===== config.mk =====
export PLATFORM = sky130hd
export DESIGN_NAME = memory_access_flat
export DESIGN_NICKNAME = d
export VERILOG_FILES = /design/src/rtl/memory_access_if.sv /design/src/rtl/memory_access.sv /design/src/flat_wrapper.sv
export SDC_FILE = /design/constraint.sdc
export NUM_CORES = 1
export LEC_CHECK = 0
export CAP_MARGIN = 0
export CELL_PAD_IN_SITES_DETAIL_PLACEMENT = 0
export CELL_PAD_IN_SITES_GLOBAL_PLACEMENT = 1
export CORE_AREA = 2 2 213 215
export CTS_CLUSTER_SIZE = 16
export DETAILED_ROUTE_END_ITERATION = 12
export DIE_AREA = 0 0 215 217
export HOLD_SLACK_MARGIN = 0.15
export PLACE_DENSITY_LB_ADDON = 0.1
export SYNTH_ARGS = -nofsm -noshare
export SYNTH_HDL_FRONTEND = slang
export SYNTH_SLANG_ARGS = --single-unit

===== constraint.sdc =====
create_clock -name clk_i -period 2.79 [get_ports clk_i]
set_input_delay 0.279 -clock clk_i [delete_from_list [all_inputs] [get_ports clk_i]]
set_output_delay 0.279 -clock clk_i [all_outputs]
set_load 0.05 [all_outputs]

===== src/rtl/memory_access_if.sv =====
// memory_access_if: data-memory bus between the memory stage and its memory.
interface memory_access_if;
  logic        mem_req_o;
  logic        mem_we_o;
  logic [63:0] mem_addr_o;
  logic [63:0] mem_wdata_o;
  logic [63:0] mem_rdata_i;
  logic        mem_ack_i;
  logic        mem_err_i;
  modport master (output mem_req_o, mem_we_o, mem_addr_o, mem_wdata_o,
                  input  mem_rdata_i, mem_ack_i, mem_err_i);
  modport slave  (input  mem_req_o, mem_we_o, mem_addr_o, mem_wdata_o,
                  output mem_rdata_i, mem_ack_i, mem_err_i);
endinterface


===== src/rtl/memory_access.sv =====
// memory_access: Y86 memory stage issuing one bus access per instruction with timeout and range check.
module memory_access #(
  parameter int MEM_BYTES = 4096,
  parameter int TIMEOUT   = 16
) (
  input  logic        clk_i,
  input  logic        rst_n_i,
  input  logic        memory_bubble_i,
  input  logic        memory_stall_i,
  input  logic [3:0]  icode_i,
  input  logic [2:0]  stat_i,
  input  logic [63:0] valE_i,
  input  logic [63:0] valA_i,
  input  logic [63:0] valP_i,
  input  logic [3:0]  dstE_i,
  input  logic [3:0]  dstM_i,
  memory_access_if.master bus,
  output logic [63:0] valM_o,
  output logic [63:0] valE_o,
  output logic [3:0]  dstE_o,
  output logic [3:0]  dstM_o,
  output logic [2:0]  stat_o,
  output logic        stall_o
);
  localparam logic [3:0] IRMMOVQ = 4'h4, IMRMOVQ = 4'h5, ICALL = 4'h8,
                         IRET = 4'h9, IPUSHQ = 4'hA, IPOPQ = 4'hB, RNONE = 4'hF;
  localparam logic [2:0] SAOK = 3'd1, SADR = 3'd3;
  localparam int CW = $clog2(TIMEOUT + 1);
  typedef enum logic [1:0] {IDLE, BUSY, DONE} state_t;
  state_t state, state_n;
  logic [CW-1:0] cnt;
  logic          err_q, is_rd, is_wr, need, ok, to_hit;
  logic [63:0]   addr;
  assign is_rd  = icode_i inside {IMRMOVQ, IPOPQ, IRET};
  assign is_wr  = icode_i inside {IRMMOVQ, IPUSHQ, ICALL};
  assign need   = (is_rd | is_wr) & ~memory_bubble_i & (stat_i == SAOK);
  assign addr   = (icode_i == IPOPQ || icode_i == IRET) ? valA_i : valE_i;
  // a single compare against MEM_BYTES-8 sidesteps the addr+8 wraparound
  assign ok     = addr <= 64'(MEM_BYTES - 8);
  assign to_hit = cnt == CW'(TIMEOUT - 1);
  always_ff @(posedge clk_i or negedge rst_n_i)
    if (!rst_n_i) state <= IDLE;
    else          state <= state_n;
  always_comb begin
    state_n = state;
    case (state)
      IDLE:    state_n = (need && ok) ? BUSY : IDLE;
      BUSY:    state_n = (bus.mem_ack_i || to_hit) ? DONE : BUSY;
      default: state_n = memory_stall_i ? DONE : IDLE;
    endcase
  end
  always_ff @(posedge clk_i or negedge rst_n_i)
    if (!rst_n_i) begin
      bus.mem_we_o    <= 1'b0;
      bus.mem_addr_o  <= '0;
      bus.mem_wdata_o <= '0;
      valM_o          <= '0;
      err_q           <= 1'b0;
      cnt             <= '0;
    end else if (state == IDLE && need && ok) begin
      bus.mem_we_o    <= is_wr;
      bus.mem_addr_o  <= addr;
      bus.mem_wdata_o <= (icode_i == ICALL) ? valP_i : valA_i;
      err_q           <= 1'b0;
      cnt             <= '0;
    end else if (state == BUSY) begin
      if (bus.mem_ack_i) begin
        if (!bus.mem_we_o) valM_o <= bus.mem_rdata_i;
        err_q <= bus.mem_err_i;
      end else begin
        cnt <= cnt + 1'b1;
        if (to_hit) err_q <= 1'b1;
      end
    end
  assign bus.mem_req_o = state == BUSY;
  assign stall_o = (state == IDLE && need && ok) || state == BUSY;
  assign valE_o  = valE_i;
  assign dstE_o  = memory_bubble_i ? RNONE : dstE_i;
  assign dstM_o  = memory_bubble_i ? RNONE : dstM_i;
  assign stat_o  = memory_bubble_i ? SAOK :
                   state == DONE ? (err_q ? SADR : stat_i) :
                   (state == IDLE && need && !ok) ? SADR : stat_i;
endmodule

===== src/flat_wrapper.sv =====
// flat-port wrapper written by rule: the top's interface ports become plain ports
module memory_access_flat 
#(
  parameter int MEM_BYTES = 4096,
  parameter int TIMEOUT   = 16
)
  (clk_i, rst_n_i, memory_bubble_i, memory_stall_i, icode_i, stat_i, valE_i, valA_i, valP_i, dstE_i, dstM_i, valM_o, valE_o, dstE_o, dstM_o, stat_o, stall_o, bus_mem_req_o, bus_mem_we_o, bus_mem_addr_o, bus_mem_wdata_o, bus_mem_rdata_i, bus_mem_ack_i, bus_mem_err_i);
  memory_access_if bus_i ();
  input  logic clk_i;
  input  logic rst_n_i;
  input  logic memory_bubble_i;
  input  logic memory_stall_i;
  input  logic [3:0] icode_i;
  input  logic [2:0] stat_i;
  input  logic [63:0] valE_i;
  input  logic [63:0] valA_i;
  input  logic [63:0] valP_i;
  input  logic [3:0] dstE_i;
  input  logic [3:0] dstM_i;
  output logic [63:0] valM_o;
  output logic [63:0] valE_o;
  output logic [3:0] dstE_o;
  output logic [3:0] dstM_o;
  output logic [2:0] stat_o;
  output logic stall_o;
  output wire logic [$bits(bus_i.mem_req_o)-1:0] bus_mem_req_o;
  output wire logic [$bits(bus_i.mem_we_o)-1:0] bus_mem_we_o;
  output wire logic [$bits(bus_i.mem_addr_o)-1:0] bus_mem_addr_o;
  output wire logic [$bits(bus_i.mem_wdata_o)-1:0] bus_mem_wdata_o;
  input wire logic [$bits(bus_i.mem_rdata_i)-1:0] bus_mem_rdata_i;
  input wire logic [$bits(bus_i.mem_ack_i)-1:0] bus_mem_ack_i;
  input wire logic [$bits(bus_i.mem_err_i)-1:0] bus_mem_err_i;
  assign bus_mem_req_o = bus_i.mem_req_o;
  assign bus_mem_we_o = bus_i.mem_we_o;
  assign bus_mem_addr_o = bus_i.mem_addr_o;
  assign bus_mem_wdata_o = bus_i.mem_wdata_o;
  assign bus_i.mem_rdata_i = bus_mem_rdata_i;
  assign bus_i.mem_ack_i = bus_mem_ack_i;
  assign bus_i.mem_err_i = bus_mem_err_i;
  memory_access #(.MEM_BYTES(MEM_BYTES), .TIMEOUT(TIMEOUT)) u_core (.clk_i(clk_i), .rst_n_i(rst_n_i), .memory_bubble_i(memory_bubble_i), .memory_stall_i(memory_stall_i), .icode_i(icode_i), .stat_i(stat_i), .valE_i(valE_i), .valA_i(valA_i), .valP_i(valP_i), .dstE_i(dstE_i), .dstM_i(dstM_i), .bus(bus_i), .valM_o(valM_o), .valE_o(valE_o), .dstE_o(dstE_o), .dstM_o(dstM_o), .stat_o(stat_o), .stall_o(stall_o));
endmodule

# After elaboration in Yosys (flattened, before gate mapping)
# Cells that the tools add are included.
# classes
n_addsub,1
mul,0
div,0
magnitude_cmp,1
n_eq_ne,11
shift,0
n_mux,19
bitwise_logic,6
n_reduce_logical,16
# op_table
cell,count
$mux W64,2
$le A64 B12 Y1 const B,1
$eq A4 B4 Y1 const B,4
$mux W5,3
$mux W3,4
$reduce_bool A3 Y1,3
$eq A4 B3 Y1 const B,2
$mux W4,2
$add A5 B1 Y5 const B,1
$eq A5 B4 Y1 const B,1
$mux W1,5
$logic_and A1 B1 Y1,4
$mux W2,2
$pmux W2 S2,1
$reduce_and A2 Y1,2
$reduce_and A4 Y1,1
$eq A3 B1 Y1 const B,1
$logic_or A1 B1 Y1,3
$not A1 Y1,3
$and A1 B1 Y1,2
$eq A2 B1 Y1 const B,1
$eq A2 B2 Y1 const B,1
$logic_not A2 Y1,1
$ne A2 B1 Y1 const B,1
3 further kinds,3
# totals
register_bits,201
latchBits,0
ram_bits,0
romBits,0
input_bits,277
output_inout_bits,270
wordCells,61
memories,0

# Longest topological paths before layout
# Gate-level depths: netlist of run 1.
# depth
ltp_word,10
depth_mapped,8
ltp_nobuf,7

# Worst setup path after synthesis of run 1
# No wires, ideal clock.
# synth_timing
kind,in2out
startpoint,input port icode_i[2]
endpoint,output port stat_o[1]
t_arrival_ns,2.012
required_ns,2.511
slack_ns,0.499
stages,6
cell_sequence,nand3b_2 > nand2_1 > or4_1 > nand3_2 > o21bai_1 > a21oi_1
# synth_between
elab_chain_len,10
word_cells_on_any_way,20
classes_between,order compare (1); eq/ne (6); mux (4); bitwise (3); reduce/logical (6)
# synth_rtl
item,line,rtl
from (decl),flat_wrapper.sv:13,input logic [3:0] icode_i;
"parallel branches: the longest is 6 deep, another holds $le A64 B12 Y1",-,
$logic_and A1 B1 Y1 *,memory_access.sv:82,(state == IDLE && need && !ok) ? SADR : stat_i;
$mux W3 *,memory_access.sv:82,
$mux W3 *,memory_access.sv:81,state == DONE ? (err_q ? SADR : stat_i) :
$mux W3 *,memory_access.sv:80,assign stat_o = memory_bubble_i ? SAOK :
to (decl),flat_wrapper.sv:24,output logic [2:0] stat_o;
# Mark *: on every way between the ends.

# Worst setup path in the final report of run 1
# layout_timing
startpoint,input port icode_i[2]
endpoint,output port stall_o
# layout_between
elab_chain_len,8
word_cells_on_any_way,17
classes_between,order compare (1); eq/ne (6); mux (1); bitwise (3); reduce/logical (6)
# layout_rtl
item,line,rtl
"parallel branches: the longest is 6 deep, another holds $le A64 B12 Y1",-,
$logic_and A1 B1 Y1 *,memory_access.sv:76,assign stall_o = (state == IDLE && need && ok) || state == BUSY;
$logic_or A1 B1 Y1 *,memory_access.sv:76,
to (decl),flat_wrapper.sv:25,output logic stall_o;
# Marked as above.

==> metrics.md, run 1 <==
| Metric | Value |
|---|---|
| Outcome | `completed` |
| Most common cell in the netlist | `mux2_2` |
| Post-synthesis mux area share | `25.4%` |
| Crit path max-delay cell type | `or4_1` |
| Crit path DAT | `around 2.4 ns` |
| DP Cell Count | `roughly 1800` |
| Slew @ Worst Pin | `about 0.68 ns` |
| WL per Instance | `about 22 um` |
| Synth Net Count | `969` |
| Syn Inst Count | `around 700` |
| CP endpoint kind | `output port` |
| Seq/Total Area, Yosys | `55.2%` |
| Synth Area in Adders | `less than 1%` |
| Startpoint Class | `input port` |
| Max Root-Sink Buffers | `3` |
| Synth warn | `0` |
| Tot GR Track Use | `between 10% and 20%` |
| Layout Nets | `roughly 1500` |
| Synth Flop Type | `dfrtp_1` |
| Port bufs | `around 550` |
| Drt pass-1 iters | `4` |
| Pins Over Slew Limit | `0` |
| RSZ-0062 raised after global routing | `no` |
| First-pass GRT wire length | `57600 um` |
| Max cap viols | `0` |
| Post-Synth XOR/XNOR Area | `0.289%` |
| Asr flop ratio synth | `100%` |
| Vias in the first global route | `~8300` |
| Die Wd | `215 um` |
| Clock sink count | `about 200` |
| Share of the synthesized area in the top cell type | `55.2%` |
| Fmax | `around 380 MHz` |
| Top cells by count, synth | `204 x mux2_2, 201 x dfrtp_1, 67 x buf_4` |
| Worst EP required | `2.51 ns` |
| Grt ovf | `0` |
| HPWL reported at the end of detailed placement | `about 33000 um` |
| Number of flops mapped to enable cells by yosys | `0` |
| TritonCTS buffer count | `26` |
| Pwr/cell area | `approximately 450 nW/um^2` |
| Vias | `7569` |
| Synth-to-Final Area Change | `80.4%` |
| Count of cell types in the netlist | `37` |
| DR vias/cell | `between 4 and 5` |
| Largest area contributor in the synthesized netlist | `dfrtp_1` |
| Drt total wl | `just over 40000 um` |
| Hold Slack | `around 0.23 ns` |
| Largest family of logic cells by synthesized area | `multiplexers` |
| Placer congestion estimate | `~0.89` |
| Drc violations | `0` |
| Final ANT Viol Nets | `0` |
| Hold crit path type | `in2reg` |
| Non-filler instance count after layout | `around 1900` |
| Synth Area in Compound Gates | `less than 1%` |
| Starting DRT DRC Count | `211` |
| Peak VDD IR | `approximately 0.34 mV` |
| Total negative slack | `0 ns` |
| Tcrit/Tclk final | `a little over nine tenths` |
| Die area | `about 47000 um^2` |
| Post-Synthesis Cell Area | `slightly above 9000 um^2` |
| Clock-pin slew on the worst setup and hold paths | `approximately 0.06 ns` |
| Htree depth | `1` |
| Largest net degree at the start of global routing | `54` |
| Root Buffer | `clkbuf_16` |
| Clk_skew | `between 0.015 and 0.02 ns` |
| Initial antenna violation count | `6` |
| Crit-path cells | `clkdlybuf4s50_1 -> nand3b_4 -> nand2_1 -> or4_1 -> nand3_2 -> nor3_4 -> buf_12 -> or2_2 -> buf_12` |
| Core Region | `44700 um^2` |
| Final count of hold timing violations | `0` |
| I/O pins | `547` |
| Starting Density | `20.4%` |
| Leak pwr | `7.32 nW` |
| Die height | `between 200 and 250 um` |
| Critical path class | `in2out` |
| Crit path max fanout | `7` |
| Tmin final | `~2.7 ns` |
| CTS tree | `yes` |
| Setup violators final | `0` |
| Post-synthesis simple-gate area fraction | `between 10% and 20%` |
| Cell mode on critical path | `buf_12` |
| Top cells by area, synth | `dfrtp_1 55%, mux2_2 25%, buf_4 5.5%` |
| Slowest stage delay, CP | `0.53 ns` |
| Slew margin rel. | `54.6%` |
| Synthesized area per cell | `13.2 um^2` |
| Register bit count reported by yosys | `about 200` |
| Worst-Skew Late Latency | `between 0.5 and 0.6 ns` |
| Layout cells sized above 1 | `28.1%` |
| Rows | `a little under 80` |
## registers in the layout, indices dropped and copies added (netlist names)
signal and cells:
u_core.err_q 1, u_core.bus.mem_we_o 1, u_core.bus.mem_addr_o 64, u_core.cnt 5
u_core.bus.mem_wdata_o 64, u_core.state 2, u_core.valM_o 64
## critical path, delay by kind of cell
kind          cells  cell delay [ns]
buf+inv           3             0.77
simple gates      6             1.31
## path summary, 6_finish.rpt
path	start	end	slack, ns	cells after the start
max reg2reg	u_core.state[1]$_DFF_PN0_	u_core.bus.mem_wdata_o[53]$_DFFE_PN0P_	0.51	7
max in group asynchronous	rst_n_i	u_core.bus.mem_addr_o[20]$_DFFE_PN0P_	1.81	3
max	icode_i[2]	stall_o	0.13	9
min reg2reg	u_core.bus.mem_addr_o[20]$_DFFE_PN0P_	u_core.bus.mem_addr_o[20]$_DFFE_PN0P_	0.49	1
min	valA_i[55]	u_core.bus.mem_wdata_o[55]$_DFFE_PN0P_	0.23	3
min in group asynchronous	rst_n_i	u_core.bus.mem_addr_o[39]$_DFFE_PN0P_	0.28	2
## through the flow
stage / cell area [um^2] / setup WS (ns) / utilization, % / power (mW)
global route: 16400 / 0.00362 / 36.8 / 7.77
finish: 16400 / 0.134 / 36.8 / 7.46
global placement: 15400 / -0.694 / 34.4 / 4.02
floorplan: 9110 / 0.499 / - / 3.36
CTS: 16400 / 0.00771 / 36.7 / 7.62
detailed placement: 15400 / -0.680 / 34.4 / 4.02
## final cells by class
class / count / area, um^2
repair buffers: 628 / 6230
clock inverters: 10 / 143
flip-flops and latches: 201 / 5030
clock buffers: 36 / 758
inverters: 4 / 15.0
diodes: 1 / 2.50
fillers: 4521 / 28300
multi-input cells: 391 / 3500
well taps: 600 / 751
## kinds of logic after synthesis
group | count (synthesis)
and+or+nand+nor | 170
muxes | 206
xor gates and xnor gates | 3
adders and majority gates | 2
DFF | 201
AOI/OAI and AO/OA | 10
buffers and inverters | 98
## power by group
group	total [mW]	internal (mW)	switching, mW
Combinational	1.03	0.544	0.488
Clock	3.51	2.17	1.34
Sequential	2.92	2.92	0.00146
Total	7.46	5.63	1.83
## placed cells by master (no fill, tap or decap), types with 2 or more instances in the layout
master           count
dfrtp_1            201
mux2_2             204
nor2_1              14
clkbuf_8             8
clkbuf_16           26
nor2b_1             52
bufinv_16            3
buf_12              13
clkinv_2             4
nor4_2               2
inv_1                4
ha_1                 2
or3_1                2
buf_4               72
nand2_1             40
nand4_1             11
dlygate4sd2_1       15
nor4_1              21
xor2_1               2
nor3_1               2
dlymetal6s2s_1       4
o21ai_0              2
clkdlybuf4s50_1    521
or2_2                9
clkbuf_1             3
o22ai_1              2
mux2i_1              2
nor4_4               5
## repair_timing
item,4_1_cts,5_1_grt
setup endpoints to repair,78,2
resized for setup,30,5
hold buffers,1,0
endpoints found under the hold margin,63,0
setup buffers,2,1
pin swaps,10,6
## metal layers
metal  vias to the layer above  track usage (%)  wire, um
li1                       3476                -         -
met1                      3667             16.2     13800
met2                       359             32.3     21600
met3                        57             7.49      4170
met4                        10             4.23       956
met5                         -                0        63
Note: power is estimated with default switching activity, not from simulation.
==> run 2, diff against run 1 <==
ABC_CLOCK_PERIOD_IN_PS = 2790   (was not set)
CORE_AREA = 4 4 208 210   (was 2 2 213 215)
DIE_AREA = 0 0 212 214   (was 0 0 215 217)
==> run 2 against run 1 <==
  * Critical path depth unchanged
  * Die area down 2.8%
  * Highest routed layer unchanged
  * Clock-buffer cell count unchanged
==> metrics.md, run 2 (same netlist as run 1, synthesis figures left out) <==
| Metric | Value |
|---|---|
| DP Cell Count | `1740 (-4.4%)` |
| Clock power frac | `46.9% (about the same)` |
| Clock-pin slew on the worst setup and hold paths | `0.05 ns (about the same)` |
| Starting Density | `21.9% (+1.5 points)` |
| Initial antenna violation count | `8 (+2)` |
| Peak VDD IR | `0.398 mV (+17%)` |
| Rows | `75 (-3.8%)` |
| Most frequent cells in the layout | `543 x clkdlybuf4s50_1, 204 x mux2_2, 201 x dfrtp_1` |
| Port bufs | `546 (unchanged)` |
| Pwr/cell area | `457 nW/um^2 (+0.65%)` |
| I/O pins | `547 (unchanged)` |
| Crit path DAT | `2.40 ns (+0.02 ns)` |
| P_int | `5.63 mW (about the same)` |
| Max layer used | `met5` |
| CTS tree | `yes` |
| Hold crit path type | `in2async` |
| Outcome | `completed` |
| Logic gate share of total power | `13.6% (-0.2 points)` |
| Drc violations | `0 (unchanged)` |
| Layout Nets | `1511 (-1.3%)` |
| Tmin final | `2.68 ns (+0.0199 ns)` |
| Critical path class | `in2out` |
| Drt pass-1 iters | `4 (unchanged)` |
| Switching fraction of total power | `23.8% (-0.70 points)` |
| Final count of hold timing violations | `0 (unchanged)` |
| RSZ-0062 raised after global routing | `no` |
| Tcrit/Tclk final | `95.9% (+0.71 points)` |
| Vias | `7383 (-2.5%)` |
| Starting DRT DRC Count | `197 (-6.6%)` |
| Worst EP required | `2.51 ns (about the same)` |
| WL per Instance | `22.6 um (+4.1%)` |
| Largest registers | `u_core.bus.mem_addr_o (64), u_core.bus.mem_wdata_o (64), u_core.valM_o (64)` |
| Max Root-Sink Buffers | `3 (unchanged)` |
| HPWL reported at the end of detailed placement | `32800 um (+0.67%)` |
| Startpoint Class | `input port` |
| Drt total wl | `40500 um (-0.37%)` |
| Placer congestion estimate | `0.759 (-15%)` |
| CP endpoint kind | `output port` |
| Grt ovf | `0 (unchanged)` |
| Non-filler instance count after layout | `1791 (-4.3%)` |
| Tot GR Track Use | `17.1% (+0.32 points)` |
| Clk_skew | `0.0208 ns (+0.00406 ns)` |
| Htree depth | `1 (unchanged)` |
| Final ANT Viol Nets | `0 (unchanged)` |
| Worst-Skew Late Latency | `0.54 ns (about the same)` |
| Max cap viols | `0 (unchanged)` |
| Synth-to-Final Area Change | `77.6%` |
| Core Util, Final | `38.9% (+2.2 points)` |
| Commonest non-fill, non-tap cell in the layout | `clkdlybuf4s50_1` |
| Fmax | `374 MHz (-0.74%)` |
| Layout cells sized above 1 | `26.3% (-1.8 points)` |
| Die height | `214 um (-1.4%)` |
| Largest net degree at the start of global routing | `66 (+22%)` |
| Crit path max fanout | `2 (-5)` |
| Core Region | `41600 um^2 (-7.0%)` |
| DR vias/cell | `4.12 (+1.9%)` |
| Met2 WL | `21800 um (+0.56%)` |
| Reg power frac | `39.5% (+0.4 points)` |
| Slew @ Worst Pin | `0.652 ns (-0.0269 ns)` |
| TritonCTS buffer count | `26 (unchanged)` |
| Setup violators final | `0 (unchanged)` |
| First-pass GRT wire length | `57600 um (about the same)` |
| Pins Over Slew Limit | `0 (unchanged)` |
| Clock sink count | `201 (unchanged)` |
| WL met3 | `4580 um (+9.9%)` |
| Leak pwr | `7.13 nW (-2.6%)` |
| Root Buffer | `clkbuf_16` |
| Total negative slack | `0 ns (unchanged)` |
| Met1 wire length | `13400 um (-2.6%)` |
| Die area | `45400 um^2 (-2.8%)` |
| Vias in the first global route | `8308 (+0.28%)` |
| Die Wd | `212 um (-1.4%)` |
| Switching power | `1.76 mW (-3.7%)` |
| Slew margin rel. | `56.4% (+1.8 points)` |
-- run 2: critical path, stage by stage --
cell and delay, ns:
clkdlybuf4s50_1 0.53, nor4_1 0.49, nand4_1 0.20, o22ai_2 0.16, nand3_2 0.13, buf_4 0.17
o21bai_1 0.15, a21oi_1 0.08, buf_4 0.19
-- run 2: path summary, 6_finish.rpt --
kind / from / endpoint / slack [ns] / depth (start not counted)
worst min-delay path: rst_n_i / u_core.bus.mem_addr_o[6]$_DFFE_PN0P_ / 0.28 / 2
worst max register to register: u_core.state[1]$_DFF_PN0_ / u_core.bus.mem_wdata_o[43]$_DFFE_PN0P_ / 0.49 / 7
min in group clk_i: bus_mem_rdata_i[12] / u_core.valM_o[12]$_DFFE_PN0P_ / 0.34 / 2
worst min register to register: u_core.bus.mem_addr_o[59]$_DFFE_PN0P_ / u_core.bus.mem_addr_o[59]$_DFFE_PN0P_ / 0.49 / 1
worst max-delay path: valE_i[21] / stat_o[1] / 0.11 / 9
max in group asynchronous: rst_n_i / u_core.bus.mem_addr_o[22]$_DFFE_PN0P_ / 1.71 / 3
-- run 2: area by class of cell --
cell class                      count  area [um^2]
Timing Repair Buffer              608         6090
Tap cell                          539          674
Inverter                            4         15.0
Clock inverter                      8          151
Clock buffer                       36          728
Antenna cell                        4         10.0
Multi-Input combinational cell    391         3470
Fill cell                        4049        25400
Sequential cell                   201         5030
-- run 2: power groups by stage --
stage	Clock, mW	Sequential [mW]	Combinational, mW
2_1_floorplan	0	2.97	0.384
3_3_place_gp	0	2.97	1.01
3_5_place_dp	0	2.97	1.01
4_1_cts	3.60	2.92	1.03
5_1_grt	3.71	2.92	1.06
6_report	3.46	2.92	1.01
-- run 2: layer usage --
layer	vias to the layer above	global-route usage, %
met3	40	7.97
li1	3445	-
met2	347	32.3
met5	-	0
met1	3545	16.7
met4	6	4.13
-- run 2: timing repair --
action | CTS | global route
endpoints found under the hold margin | 55 | 0
gates resized for setup | 8 | 3
setup endpoints to repair | 2 | 2
pin swaps | 1 | 6
hold buffers | 1 | 0
cloned | 0 | 0
buffers inserted | 1 | 1
-- run 2: metrics by stage --
stage | setup WS (ns) | total power [mW] | instance area, um^2 | hold WS (ns)
after floorplan | 0.499 | 3.36 | 9110 | -0.0166
after global placement | -0.455 | 3.99 | 15200 | 0.309
after detailed placement | -0.420 | 3.98 | 15200 | 0.302
after CTS | 0.0538 | 7.55 | 16100 | 0.292
after global routing | 0.00268 | 7.69 | 16200 | 0.320
final | 0.115 | 7.39 | 16200 | 0.280
